--- config.mk ---
export PLATFORM = sky130hd
export DESIGN_NAME = imem_loadable
export DESIGN_NICKNAME = d
export VERILOG_FILES = /design/src/rtl/imem_loadable.sv
export SDC_FILE = /design/constraint.sdc
export NUM_CORES = 2
export LEC_CHECK = 0
export CAP_MARGIN = 5
export CORE_MARGIN = 1
export CORE_UTILIZATION = 62
export CTS_CLUSTER_DIAMETER = 150
export DETAILED_ROUTE_END_ITERATION = 10
export DONT_BUFFER_PORTS = 1
export PLACE_DENSITY = 0.78
export REMOVE_ABC_BUFFERS = 1
export SLEW_MARGIN = 25
export SYNTH_ARGS = -nofsm -noshare
export SYNTH_HDL_FRONTEND = slang
export SYNTH_SLANG_ARGS = --single-unit
--- constraint.sdc ---
create_clock -name clk -period 7.1 [get_ports clk]
set_clock_uncertainty 0.1 [all_clocks]
set_input_delay 0.71 -clock clk [delete_from_list [all_inputs] [get_ports clk]]
set_output_delay 0.71 -clock clk [all_outputs]
set_load 0.05 [all_outputs]
--- src/rtl/imem_loadable.sv ---
// -----------------------------------------------------------------------------
// imem_loadable
//   Instruction memory whose program is streamed in at run time through a load
//   port, then served to the CPU fetch path with one-cycle synchronous-read
//   latency. Words that were never loaded read back as FILL_WORD.
//
// Ports
//   clk, reset     rising-edge clock, asynchronous active-high reset
//   load_start     pulse: restart loading at word 0 (any state)
//   load_valid     load_data carries a word this cycle
//   load_data      program word
//   load_last      with load_valid: this is the final program word
//   load_ready     high while loading
//   load_done      high once a load has finished (RUN)
//   fetch_req      fetch request this cycle
//   fetch_addr     byte address of the fetch
//   fetch_valid    response valid, exactly one cycle after fetch_req
//   fetch_data     fetched word (FILL_WORD on fault or unloaded word)
//   fetch_fault    misaligned or out-of-range fetch
//   dbg_state      current FSM state (0 IDLE, 1 LOAD, 2 RUN)
//
// Handshake: load_data is accepted on every rising edge where the block is in
// LOAD, load_valid=1 and load_start=0; there is no stall on the load side.
// Fetches have no backpressure: each fetch_req in RUN yields exactly one
// fetch_valid pulse on the following cycle, in request order.
// -----------------------------------------------------------------------------
module imem_loadable #(
    parameter int                DATA_W    = 32,
    parameter int                DEPTH     = 64,
    parameter int                ADDR_W    = 32,
    parameter logic [DATA_W-1:0] FILL_WORD = 32'hEAFFFFFE
) (
    input  logic              clk,
    input  logic              reset,
    input  logic              load_start,
    input  logic              load_valid,
    input  logic [DATA_W-1:0] load_data,
    input  logic              load_last,
    output logic              load_ready,
    output logic              load_done,
    input  logic              fetch_req,
    input  logic [ADDR_W-1:0] fetch_addr,
    output logic              fetch_valid,
    output logic [DATA_W-1:0] fetch_data,
    output logic              fetch_fault,
    output logic [1:0]        dbg_state
);

    localparam int            AW       = $clog2(DEPTH);
    localparam logic [AW-1:0] LAST_IDX = AW'(DEPTH - 1);

    typedef enum logic [1:0] {
        S_IDLE = 2'd0,
        S_LOAD = 2'd1,
        S_RUN  = 2'd2
    } state_t;

    state_t            state_q, state_d;
    logic [AW-1:0]     wptr_q, wptr_d;
    logic [DEPTH-1:0]  loaded_q, loaded_d;
    logic              load_ready_q, load_ready_d;
    logic              load_done_q, load_done_d;
    logic              fetch_valid_q, fetch_valid_d;
    logic [DATA_W-1:0] fetch_data_q, fetch_data_d;
    logic              fetch_fault_q, fetch_fault_d;

    logic [DATA_W-1:0] mem [DEPTH];
    logic              mem_we;
    logic [AW-1:0]     fetch_idx;
    logic              idx_high;
    logic              fetch_bad;

    assign fetch_idx = fetch_addr[AW+1:2];

    // Because DEPTH is a power of two, idx >= DEPTH is simply "any index bit
    // above the memory index is set".
    generate
        if (ADDR_W > AW + 2) begin : g_idx_high
            assign idx_high = |fetch_addr[ADDR_W-1:AW+2];
        end else begin : g_no_idx_high
            assign idx_high = 1'b0;
        end
    endgenerate

    assign fetch_bad = (fetch_addr[1:0] != 2'b00) | idx_high;

    always_comb begin
        state_d       = state_q;
        wptr_d        = wptr_q;
        loaded_d      = loaded_q;
        load_done_d   = load_done_q;
        fetch_valid_d = 1'b0;
        fetch_data_d  = fetch_data_q;
        fetch_fault_d = fetch_fault_q;
        mem_we        = 1'b0;

        // Fetch path looks only at current contents, so a fetch coincident
        // with load_start is served from the old image.
        if (state_q == S_RUN && fetch_req) begin
            fetch_valid_d = 1'b1;
            if (fetch_bad) begin
                fetch_data_d  = FILL_WORD;
                fetch_fault_d = 1'b1;
            end else if (!loaded_q[fetch_idx]) begin
                fetch_data_d  = FILL_WORD;
                fetch_fault_d = 1'b0;
            end else begin
                fetch_data_d  = mem[fetch_idx];
                fetch_fault_d = 1'b0;
            end
        end

        // load_start wins over a same-cycle load word, which is dropped.
        if (load_start) begin
            state_d     = S_LOAD;
            wptr_d      = '0;
            loaded_d    = '0;
            load_done_d = 1'b0;
        end else begin
            case (state_q)
                S_LOAD: begin
                    if (load_valid) begin
                        mem_we           = 1'b1;
                        loaded_d[wptr_q] = 1'b1;
                        // Terminal compare: the pointer never wraps, the last
                        // slot ends the load even without load_last.
                        if (load_last || wptr_q == LAST_IDX) begin
                            state_d     = S_RUN;
                            load_done_d = 1'b1;
                        end else begin
                            wptr_d = wptr_q + AW'(1);
                        end
                    end
                end
                default: ;
            endcase
        end

        load_ready_d = (state_d == S_LOAD);
    end

    always_ff @(posedge clk or posedge reset) begin
        if (reset) begin
            state_q       <= S_IDLE;
            wptr_q        <= '0;
            loaded_q      <= '0;
            load_ready_q  <= 1'b0;
            load_done_q   <= 1'b0;
            fetch_valid_q <= 1'b0;
            fetch_data_q  <= '0;
            fetch_fault_q <= 1'b0;
        end else begin
            state_q       <= state_d;
            wptr_q        <= wptr_d;
            loaded_q      <= loaded_d;
            load_ready_q  <= load_ready_d;
            load_done_q   <= load_done_d;
            fetch_valid_q <= fetch_valid_d;
            fetch_data_q  <= fetch_data_d;
            fetch_fault_q <= fetch_fault_d;
        end
    end

    // Storage is not reset; the loaded vector is what makes stale words
    // unreadable after reset or reload.
    always_ff @(posedge clk) begin
        if (mem_we) begin
            mem[wptr_q] <= load_data;
        end
    end

    assign load_ready  = load_ready_q;
    assign load_done   = load_done_q;
    assign fetch_valid = fetch_valid_q;
    assign fetch_data  = fetch_data_q;
    assign fetch_fault = fetch_fault_q;
    assign dbg_state   = state_q;

endmodule

==> impl_metrics.json <==
{
  "status": "finished, violations left",
  "violations": "max-slew violations",
  "fillCellCount": 7698,
  "avgSynthCellArea_um2": 20.03,
  "cts_tree": "done",
  "cap_violations": 0,
  "p_per_area_nw_per_um2": 281.9,
  "final_nets": 4309,
  "fin_setup_tns_ps": 0,
  "async_flop_share_pct": 5.009,
  "crit_fanout": 198,
  "pwr-share-comb_pct": 4.3,
  "grt_overflow": 0,
  "critPathLaunchType": "input port",
  "synth_seq_area_share_pct": 77.16,
  "hold_start": "fetch_addr[7]",
  "yosysWarnings": 0,
  "grt_max_degree": 589,
  "numCtsBuffers": 201,
  "areaGrowthSynthToFinish_pct": 11.74,
  "fin_cells": 6183,
  "synth_area_um2": 83200,
  "synth_top_area_cell": "edfxtp_1",
  "rr_startpoint": "dbg_state[1]",
  "grt_usage_pct": 32.24,
  "initial_utilization_pct": 62.42,
  "swShare_pct": 21.73,
  "switching_power_mw": 5.694,
  "die_w_um": 368.3,
  "power.share.clock_pct": 41.1,
  "holdBufCountCts": 35,
  "drcViolationCount": 0,
  "worstSetupPathType": "input port to register",
  "cp-end-kind": "register",
  "place.detailed.hpwl_um": 112400,
  "first_pass_iters": 7,
  "place_area_um2": 85350,
  "leakage_nw": 30.25,
  "synth.top_cells.by_area": "edfxtp_1, mux4_2, mux2i_1, dfrtp_1, a22oi_1",
  "viasPerCell": 7.044,
  "worst_pin_slew_ps": 1699,
  "required_ps": 7700,
  "wl_per_cell_um": 35.09,
  "ir_worst_vdd_mv": 0.2792,
  "synth.most_common_cell": "edfxtp_1",
  "cts.sinks": 2156,
  "clock_latency_ps": 850,
  "io_buffers": 0,
  "routed_wl_um": 216900,
  "synth_edf_count": 2048,
  "post_cts_buffers": 0,
  "final_layout_size_suffix_gt1_share_pct": 19.82,
  "slew_headroom_pct": -13.24,
  "yosys_most_used_dff": "edfxtp_1",
  "ys_seq_elements": 2156,
  "synth_top_cells_by_count": "edfxtp_1, mux2i_1, mux4_2, nor2_1, a22oi_1",
  "drv_slew": 140,
  "die-area_um2": 135700,
  "grt_pass1_vias": 43650,
  "placed_cells": 5764,
  "ios": 108,
  "cts_root_buf": "clkbuf_16",
  "cts_resized": 0,
  "cp-startpoint": "fetch_addr[5]",
  "internal_power_mw": 20.51,
  "gp_congestion": 0.8820,
  "syn-instance-count": 4154,
  "core_area_um2": 133300,
  "path_clk_slew_ps": 60,
  "cp.arrival_ps": 5120,
  "grt_pass1_wl_um": 307800,
  "antenna_found_initial": 3,
  "row_count": 134,
  "post-route-cell-area_um2": 92970,
  "synth.distinct_cells": 68,
  "die_h_um": 368.3,
  "drtIter0Drc": 6590,
  "htreeDepth": 4,
  "route.antenna.remaining_nets": 0,
  "rsz0062_at_grt": "no",
  "hold_class": "input port to register",
  "vias": 43550,
  "finalCritPeriodShare_pct": 63.78,
  "cts_max_path_buffers": 3,
  "final-hold-violation-count": 0,
  "synth_top_area_share_pct": 73.92,
  "max_freq_ghz": 0.2208,
  "min_period_ps": 4529,
  "p_seq_share_pct": 54.6,
  "finalSetupViolCount": 0
}
-- state kept, by name (all words and copies together) (netlist names) --
name,flops
dbg_state,2
fetch_data,32
fetch_fault,1
fetch_valid,1
load_done,1
load_ready,1
loaded_q,64
mem,2048
wptr_q,6
-- power groups by stage --
stage / registers, mW / clock network [mW] / logic (mW)
2_1_floorplan: 14.5 / 0 / 0.532
3_3_place_gp: 14.6 / 0 / 0.757
3_5_place_dp: 14.6 / 0 / 0.771
4_1_cts: 14.3 / 10.8 / 1.03
5_1_grt: 14.3 / 11.3 / 1.17
6_report: 14.3 / 10.8 / 1.13
-- layout by cell type, fill, tap and decap left out, types with 35 or more instances in the layout --
master and count:
edfxtp_1 2048, mux2i_1 371, mux4_2 328, clkbuf_16 202, nor2_1 182, a22oi_1 169
dfrtp_1 108, buf_4 91, a21oi_1 81, nor2_4 68, clkbuf_1 52, o22ai_1 44
clkinv_1 42, nand2_1 40, a22o_1 39, nand3_1 36, buf_16 35
-- layer usage --
| layer | vias up | GRT usage (%) | part of all wire, % |
|---|---|---|---|
| met4 | 2 | 14.24 | 4.7 |
| met2 | 3223 | 50.44 | 48 |
| met1 | 22390 | 43.46 | 35 |
| met3 | 565 | 8.116 | 13 |
| met5 | - | 0 | 0.0032 |
| li1 | 17380 | - | - |
-- per-stage QoR --
stage	utilization, %	setup slack (ps)	power [mW]	hold slack [ps]
detailed placement	64.04	2373	15.35	382.0
global placement	64.03	2542	15.33	372.9
global route	69.75	2749	26.76	64.95
CTS	69.64	2945	26.14	18.90
floorplan	-	2571	15.01	360.8
finish	69.75	2571	26.21	89.87
-- final cells by class --
type | instances | area (um^2) | area share, %
clock inverter | 114 | 1160 | 1.248
clock buffer | 265 | 5401 | 5.810
antenna | 1 | 2.502 | 0.002692
timing repair buffer | 130 | 1707 | 1.836
sequential | 2156 | 64200 | 69.06
multi-input combinational | 1739 | 18240 | 19.62
inverter | 10 | 42.54 | 0.04576
tap | 1768 | 2212 | 2.379
-- cell families after synthesis --
| kind of cell | synth area share, % |
|---|---|
| buffers and inverters | 1.618 |
| multiplexers | 13.83 |
| AO/OA/AOI/OAI | 4.884 |
| adder cells (fa/ha/maj) | 0.01504 |
| flip-flops | 77.16 |
| XOR/XNOR | 0.04211 |
| AND/OR/NAND/NOR | 2.447 |
-- final timing paths --
| check | slack [ps] | end | cells past startpoint |
|---|---|---|---|
| setup / recovery | 2570 | fetch_data[11] | 8 |
| hold / removal | 90 | fetch_data[3] | 3 |
| hold reg to reg | 400 | loaded_q[50] | 2 |
| setup reg to reg | 2760 | fetch_data[11] | 8 |
| max in group asynchronous | 5200 | fetch_data[4] | 3 |
| min in group asynchronous | 320 | loaded_q[16] | 2 |
-- critical path, cell delays in order --
cell and delay [ps]:
clkinv_1 1080, buf_4 570, nor2_4 110, buf_4 490
a22oi_1 210, a311oi_4 720, buf_4 460, a31oi_1 150
No activity file was read; power rests on OpenSTA's default activity.
